File: src/rtl/clock_mode_ctrl.sv
// Button-driven control sequencer for the digital clock: mode selection, edit cursor,
// stopwatch/timer run state, alarm timeout and the 1-second tick. Holds no time values.
module clock_mode_ctrl #(
  parameter int TICK_DIV  = 100,
  parameter int ALARM_SEC = 5
) (
  input  logic       i_clk,
  input  logic       i_rst,
  input  logic       i_up,
  input  logic       i_down,
  input  logic       i_left,
  input  logic       i_right,
  input  logic       i_mode,
  input  logic       i_set,
  input  logic       i_tmr_zero,
  output logic [1:0] o_mode,
  output logic       o_editing,
  output logic [1:0] o_field,
  output logic       o_inc,
  output logic       o_dec,
  output logic       o_tick,
  output logic       o_sw_run,
  output logic       o_sw_lap,
  output logic       o_sw_clear,
  output logic       o_tmr_run,
  output logic       o_tmr_alarm
);

  localparam int PW = (TICK_DIV > 1) ? $clog2(TICK_DIV) : 1;
  localparam int AW = (ALARM_SEC > 0) ? $clog2(ALARM_SEC + 1) : 1;

  localparam int B_UP    = 0;
  localparam int B_DOWN  = 1;
  localparam int B_LEFT  = 2;
  localparam int B_RIGHT = 3;
  localparam int B_MODE  = 4;
  localparam int B_SET   = 5;

  typedef enum logic [1:0] {
    MODE_CLOCK     = 2'd0,
    MODE_SUMMER    = 2'd1,
    MODE_STOPWATCH = 2'd2,
    MODE_TIMER     = 2'd3
  } mode_t;

  mode_t           mode_q, mode_d;
  logic [5:0]      prev_q;
  logic [5:0]      btn;
  logic [5:0]      press;
  logic            any_press;
  logic            mode_win;
  logic            editing_q, editing_d;
  logic [1:0]      field_q, field_d;
  logic            inc_q, inc_d, dec_q, dec_d;
  logic            tick_q, tick_d;
  logic [PW-1:0]   pre_q, pre_d;
  logic            sw_run_q, sw_run_d, sw_lap_q, sw_lap_d, sw_clear_q, sw_clear_d;
  logic            tmr_run_q, tmr_run_d, alarm_q, alarm_d;
  logic [AW-1:0]   acnt_q, acnt_d;

  assign btn       = {i_set, i_mode, i_right, i_left, i_down, i_up};
  assign press     = btn & ~prev_q;
  assign any_press = |press;
  assign mode_win  = press[B_MODE] & ~i_set;

  // prev_q resets to all-ones so buttons held through reset never register a press
  always_ff @(posedge i_clk) begin
    if (i_rst) begin
      prev_q     <= '1;
      mode_q     <= MODE_CLOCK;
      editing_q  <= 1'b0;
      field_q    <= 2'd0;
      inc_q      <= 1'b0;
      dec_q      <= 1'b0;
      tick_q     <= 1'b0;
      pre_q      <= '0;
      sw_run_q   <= 1'b0;
      sw_lap_q   <= 1'b0;
      sw_clear_q <= 1'b0;
      tmr_run_q  <= 1'b0;
      alarm_q    <= 1'b0;
      acnt_q     <= '0;
    end else begin
      prev_q     <= btn;
      mode_q     <= mode_d;
      editing_q  <= editing_d;
      field_q    <= field_d;
      inc_q      <= inc_d;
      dec_q      <= dec_d;
      tick_q     <= tick_d;
      pre_q      <= pre_d;
      sw_run_q   <= sw_run_d;
      sw_lap_q   <= sw_lap_d;
      sw_clear_q <= sw_clear_d;
      tmr_run_q  <= tmr_run_d;
      alarm_q    <= alarm_d;
      acnt_q     <= acnt_d;
    end
  end

  always_comb begin
    mode_d     = mode_q;
    editing_d  = i_set & ((mode_q == MODE_CLOCK) | (mode_q == MODE_TIMER));
    field_d    = field_q;
    inc_d      = 1'b0;
    dec_d      = 1'b0;
    tick_d     = 1'b0;
    pre_d      = pre_q;
    sw_run_d   = sw_run_q;
    sw_lap_d   = sw_lap_q;
    sw_clear_d = 1'b0;
    tmr_run_d  = tmr_run_q;
    alarm_d    = alarm_q;
    acnt_d     = acnt_q;

    // Prescaler is parked while the clock is being set so seconds restart from zero
    if (editing_q && (mode_q == MODE_CLOCK)) begin
      pre_d = '0;
    end else if (pre_q == PW'(TICK_DIV - 1)) begin
      pre_d  = '0;
      tick_d = 1'b1;
    end else begin
      pre_d = pre_q + 1'b1;
    end

    if (alarm_q && tick_q && (acnt_q != '0)) begin
      acnt_d = acnt_q - 1'b1;
      if (acnt_q == AW'(1)) alarm_d = 1'b0;
    end
    if (any_press) alarm_d = 1'b0;

    if (!editing_q) field_d = 2'd0;

    if (mode_win) begin
      mode_d = mode_t'(mode_q + 2'd1);
      if (mode_q == MODE_STOPWATCH) sw_lap_d = 1'b0;
    end else begin
      if (editing_q) begin
        if (press[B_LEFT] && !press[B_RIGHT])
          field_d = (field_q == 2'd2) ? 2'd0 : field_q + 2'd1;
        else if (press[B_RIGHT] && !press[B_LEFT])
          field_d = (field_q == 2'd0) ? 2'd2 : field_q - 2'd1;
        inc_d = press[B_UP] & ~press[B_DOWN];
        dec_d = press[B_DOWN] & ~press[B_UP];
      end

      case (mode_q)
        MODE_STOPWATCH: begin
          if (press[B_SET]) begin
            sw_clear_d = 1'b1;
            sw_run_d   = 1'b0;
            sw_lap_d   = 1'b0;
          end else begin
            if (press[B_UP])   sw_run_d = ~sw_run_q;
            if (press[B_DOWN]) sw_lap_d = ~sw_lap_q;
          end
        end
        MODE_TIMER: begin
          if (!i_set && press[B_UP]) begin
            if (tmr_run_q)        tmr_run_d = 1'b0;
            else if (!i_tmr_zero) tmr_run_d = 1'b1;
          end
        end
        default: ;
      endcase
    end

    // Expiry is checked regardless of mode since the timer keeps counting in the background
    if (tmr_run_q && i_tmr_zero) begin
      tmr_run_d = 1'b0;
      alarm_d   = 1'b1;
      acnt_d    = AW'(ALARM_SEC);
    end

    if (editing_q && (mode_q == MODE_TIMER)) begin
      tmr_run_d = 1'b0;
      alarm_d   = 1'b0;
    end
  end

  assign o_mode      = mode_q;
  assign o_editing   = editing_q;
  assign o_field     = field_q;
  assign o_inc       = inc_q;
  assign o_dec       = dec_q;
  assign o_tick      = tick_q;
  assign o_sw_run    = sw_run_q;
  assign o_sw_lap    = sw_lap_q;
  assign o_sw_clear  = sw_clear_q;
  assign o_tmr_run   = tmr_run_q;
  assign o_tmr_alarm = alarm_q;

endmodule

File: config.mk
export PLATFORM = sky130hd
export DESIGN_NAME = clock_mode_ctrl
export DESIGN_NICKNAME = d
export VERILOG_FILES = /design/src/rtl/clock_mode_ctrl.sv
export SDC_FILE = /design/constraint.sdc
export NUM_CORES = 1
export LEC_CHECK = 0
export BUFFER_PORTS_ARGS = -buffer_cell sky130_fd_sc_hd__buf_2
export CAP_MARGIN = 30
export CORE_MARGIN = 2
export CORE_UTILIZATION = 54
export DETAILED_ROUTE_END_ITERATION = 10
export GPL_TIMING_DRIVEN = 0
export PLACE_DENSITY = 0.76
export SKIP_LAST_GASP = 1
export SLEW_MARGIN = 20
export SYNTH_ARGS = -nofsm -noshare
export SYNTH_HDL_FRONTEND = slang
export SYNTH_SLANG_ARGS = --single-unit
File: constraint.sdc
create_clock -name i_clk -period 1.76 [get_ports i_clk]
set_input_delay 0.352 -clock i_clk [delete_from_list [all_inputs] [get_ports i_clk]]
set_output_delay 0.352 -clock i_clk [all_outputs]
set_load 0.03 [all_outputs]
Word-level counts from Yosys, hierarchy flattened
Index checks and enable logic that the tools add are counted.
Storage, ports and cells
  word-level logic and storage cells: 95
  bits in registers: 29
  bits of input ports: 9
Cells by class
  muxes and demuxes: 24
  $add $sub $neg: 5
  eq/ne operators: 5
  reductions and logical operators: 31
  bitwise gates (word level): 15
Operators by type and width (number)
  $mux 1: 15
  $mux 2: 7
  $reduce_bool 3->1: 4
  $reduce_or 3->1: 4
  $logic_and 1x1->1: 8
  $not 1->1: 8
  $add 7x1->7 const B: 1
  $eq 7x7->1 const B: 1
  $and 6x6->6: 1
  $eq 2x2->1 const B: 3
  $mux 3: 2
  $not 6->6: 1
  $reduce_and 3->1: 2
  $reduce_or 2->1: 3
  $reduce_or 6->1: 1
  $add 2x1->2 const B: 2
  $and 1x1->1: 4
  $logic_not 2->1: 2
  $reduce_and 2->1: 2
  $reduce_bool 2->1: 2
  $eq 3x1->1 const B: 1
  $logic_not 1->1: 3
  $sub 3x1->3 const B: 1
  $sub 2x1->2 const B: 1
  $or 1x1->1: 1

Depth between registers and ports, before layout
  depth after elaboration: 8
  mapped depth: 6
  depth with buffers taken out: 6

Least setup slack after synthesis
OpenSTA, ideal clock, no wires.
  path type: register to register
  start point: register field_q[0] (netlist: o_field[0])
  end point: register field_q[0] (netlist: o_field[0])
  stages on the path, launching flop included: 6
  path slack: 0.332 ns
  required time: 1.638 ns
  path buffers: 0
  clock period less this slack: 1.428 ns
  arrival: 1.306 ns
  cell sequence: dfxtp_1 inv_1 ha_1 or3_1 o21ai_1 a211oi_1
On the way
  word-level cells in the longest chain between the ends: 6
  elaborated cells between the ends (all ways): 11
  classes of those cells: 2 x add/sub; 1 x eq/ne; 7 x mux; 1 x reduce/logical
RTL lines
  start, declared: RTL line 53  | logic [1:0] field_q, field_d;
  start signal, assigned: RTL line 87  | field_q <= field_d;
  $sub 2x1->2 or $logic_not 2->1 (tied branches): RTL line 142  | field_d = (field_q == 2'd0) ? 2'd2 : field_q - 2'd1;
  $mux 2: RTL line 142
  $mux 2: RTL line 141  | else if (press[B_RIGHT] && !press[B_LEFT])
  $mux 2: RTL line 139  | if (press[B_LEFT] && !press[B_RIGHT])
  $mux 2: RTL line 138  | if (editing_q) begin
  $mux 2 (*): RTL line 134  | if (mode_win) begin
Every way passes the cells marked *; elsewhere a longest branch is shown, timed or not.
A chain may end at the register's enable or synchronous reset.

Worst setup path after layout
  start point: register acnt_q[0]
  end point: register alarm_q (netlist: o_tmr_alarm)
On the way
  word-level cells in the longest chain between the ends: 4
  elaborated cells between the ends (all ways): 6
  classes of those cells: 1 x eq/ne; 5 x reduce/logical
RTL lines
  start, declared: RTL line 59  | logic [AW-1:0] acnt_q, acnt_d;
  start signal, assigned: RTL line 97  | acnt_q <= acnt_d;
  $reduce_bool 3->1: RTL line 126  | if (alarm_q && tick_q && (acnt_q != '0)) begin
  $logic_and 1x1->1: RTL line 126
  $reduce_bool 3->1 (no line)
  $reduce_and 2->1 (no line) (*)
  end signal, assigned: RTL line 96  | alarm_q <= alarm_d;
  end, declared: RTL line 58  | logic tmr_run_q, tmr_run_d, alarm_q, alarm_d;
Marked as above.

==> results.toml <==
[floorplan]
die_h_um = 52.9
core_area_mm2 = 0.00223
initial_core_util_pct = 57.8
fp.dieArea_mm2 = 0.00280
rows = 17
fp.dieW_um = 52.9
io_pins = 22

[setup_path]
reg2reg_from = "acnt_q[0]$_SDFFE_PP0P_"
critPathCaptureType = "register"
r2r_end = "o_tmr_alarm$_SDFFE_PP0P_"
crit_arrival_ps = 1690
worstSetupPathType = "register to register"
critPathLaunchType = "register"
path_max_fanout = 3
critPathLaunch = "acnt_q[0]$_SDFFE_PP0P_"
setup.worst_path.end = "o_tmr_alarm$_SDFFE_PP0P_"
reg2reg_slack_ps = 290
rr_worst_depth = 5
required_ps = 1970

[global_routing]
antenna_found_initial = 0
grt_pass1_vias = 1012
grt_max_degree = 11
overflow = 0
grt_first_pass_wirelength_mm = 4.30
grtUsageTotal_pct = 22.4

[synth]
yosysSeqAreaShare_pct = 45.0
syn_inst = 138
yosysTopAreaCell = "dfxtp_1"
syn_nets = 157
synth_top_area_share_pct = 45.0
synth_cell_types = 31
synthTopCellsByArea = "dfxtp_1 (45%), ha_1 (9.7%), a21oi_1 (4.7%), xnor2_1 (4.1%), nand2_1 (2.9%)"
synth_warnings = 0
synth.avg_cell_area_um2 = 9.36
syn_area_mm2 = 0.00129
ys_seq_elements = 29

[finish]
num_antenna_cells = 0
final_cell_mix = "dfxtp_1 (29), buf_2 (20), a21oi_1 (12)"
drive_gt1_share_pct = 21.1
area_delta_synth_final_pct = 14.4
layout_commonest_cell = "dfxtp_1"
fin_nets = 184
fin_cells = 194
nFillCells = 203

[clock_network]
cts-buffers-inserted = 5
cts_hold_buf = 0
cts_sinks = 29
post_cts_resized = 0
clk_pin_slew_ps = 90
cts_root_buf = "clkbuf_4"
cts_tree = "done"
h-tree-depth = 2
cts_setup_buffers = 0
clk-insertion-delay-late_ps = 330
clockBufferDepth = 2

[sta]
slew_viol_final = 0
final-hold-violation-count = 0
min_period_ps = 1470
fmax_mhz = 679
finalSetupTns_ps = 0
rsz0062_at_grt = "false"
fin_skew_ps = 7.33
max_slew_margin_pct = 70.0
setup_viol = 0
tightest_slew_ps = 450
fin_hold_ws_ps = 193
timing.final.crit_share_pct = 83.7

[job]
maxCapViolCount = 0

[power]
p_leak_uw = 0.000597
p_sw_uw = 285
vdd_drop_max_mv = 0.549
switching_share_pct = 24.9
p_total_uw = 1140
powerDensity_mw_per_mm2 = 774
power_frac_clock_pct = 33.1
p_int_uw = 859
combPwrFrac_pct = 7.4
p_seq_share_pct = 59.5

[placed_design]
dp.cells = 186
dpl.hpwl_mm = 1.86
gp_congestion = 0.791
numPortBuffers = 20

[detailed_routing]
drtPass1Iterations = 4
ant_nets = 0
viasPerCell = 5.42
drtIter0Drc = 10
num_vias = 1052
drc_errors = 0
wl_mm = 2.44
wl_per_cell_um = 12.6

[outcome]
outcome = "finished, final reports clean"

[hold_path]
hp-class = "primary input to register"
==> layout make-up <==
type | instances | area, um2 | share of cell area [%]
Timing Repair Buffer | 20 | 100 | 6.77
Tap cell | 28 | 35.0 | 2.37
Multi-Input combinational cell | 99 | 666 | 45.0
Sequential cell | 29 | 581 | 39.3
Buffer | 3 | 18.8 | 1.27
Inverter | 7 | 26.3 | 1.78
Clock buffer | 6 | 41.3 | 2.79
Clock inverter | 2 | 10.0 | 0.677
==> logic make-up after synthesis <==
kind of cell / count (synthesis) / share of synthesized area (%)
AND/OR/NAND/NOR: 61 / 27.3
flip-flops: 29 / 45.0
AO/OA/AOI/OAI: 20 / 9.11
buffers and inverters: 10 / 3.49
adder cells (fa/ha/maj): 10 / 9.69
XOR/XNOR: 8 / 5.43
==> flip-flops by register name, summed over array words and instances (netlist names), 2 cells and up <==
| name | cells |
|---|---|
| pre_q | 7 |
| prev_q | 6 |
| acnt_q | 3 |
| o_field | 2 |
| o_mode | 2 |
==> critical path, cell delays in order, from the launching register on <==
cell and delay (ps):
dfxtp_1 380, inv_1 80, ha_1 230, or4b_1 490, nand4_1 110, a21oi_1 70
==> layer usage <==
| layer | track usage, % | vias up | routed length [um] |
|---|---|---|---|
| met4 | 12.4 | 0 | 58 |
| met3 | 9.89 | 7 | 165 |
| met2 | 35.0 | 31 | 1120 |
| met5 | 0 | - | 0 |
| met1 | 25.2 | 487 | 1100 |
| li1 | - | 527 | - |
==> through the flow <==
stage | worst slack (ps) | utilization [%] | area (um2)
floorplan | 332 | - | 1290
global placement | 360 | 63.9 | 1430
detailed placement | 294 | 63.9 | 1430
CTS | 281 | 66.2 | 1480
global route | 162 | 66.2 | 1480
finish | 287 | 66.2 | 1480
==> worst min-delay path by stage <==
stage                             endpoint                 from  slack [ps]  cells past startpoint
floorplan              pre_q[0]$_SDFF_PP0_  pre_q[0]$_SDFF_PP0_         410                      1
global placement       pre_q[0]$_SDFF_PP0_  pre_q[0]$_SDFF_PP0_         420                      1
detailed placement     pre_q[0]$_SDFF_PP0_  pre_q[0]$_SDFF_PP0_         450                      1
CTS                 o_tmr_run$_SDFFE_PP0P_           i_tmr_zero         180                      2
global route        o_tmr_run$_SDFFE_PP0P_           i_tmr_zero         170                      2
finish              o_tmr_run$_SDFFE_PP0P_           i_tmr_zero         190                      2
==> power groups by stage <==
| stage | combinational, uW | clock [uW] | sequential, uW |
|---|---|---|---|
| floorplan | 50.5 | 0 | 701 |
| global placement | 80.6 | 0 | 695 |
| detailed placement | 85.0 | 0 | 696 |
| CTS | 85.2 | 395 | 681 |
| global route | 95.7 | 428 | 683 |
| finish | 84.6 | 378 | 681 |
==> synth_stat cells <==
master and instances:
dfxtp_1 29, a21oi_1 12, ha_1 10, nand2_1 10, nor2_1 8, inv_1 7, nand2b_1 6, nor2b_1 6
or2_2 6, xnor2_1 6, nand3_1 5, nor3_1 4, a211oi_1 3, and3_1 3, or3_1 3, clkbuf_1 2
nor3b_1 2, o31ai_1 2, xor2_1 2, a21o_1 1, and3b_1 1, buf_6 1, nand3b_1 1, nand4_1 1
nor4b_1 1, nor4b_2 1, nor4bb_1 1, o211ai_1 1, o21ai_1 1, or3b_1 1, or4b_1 1
(Power assumes the default switching activity.)
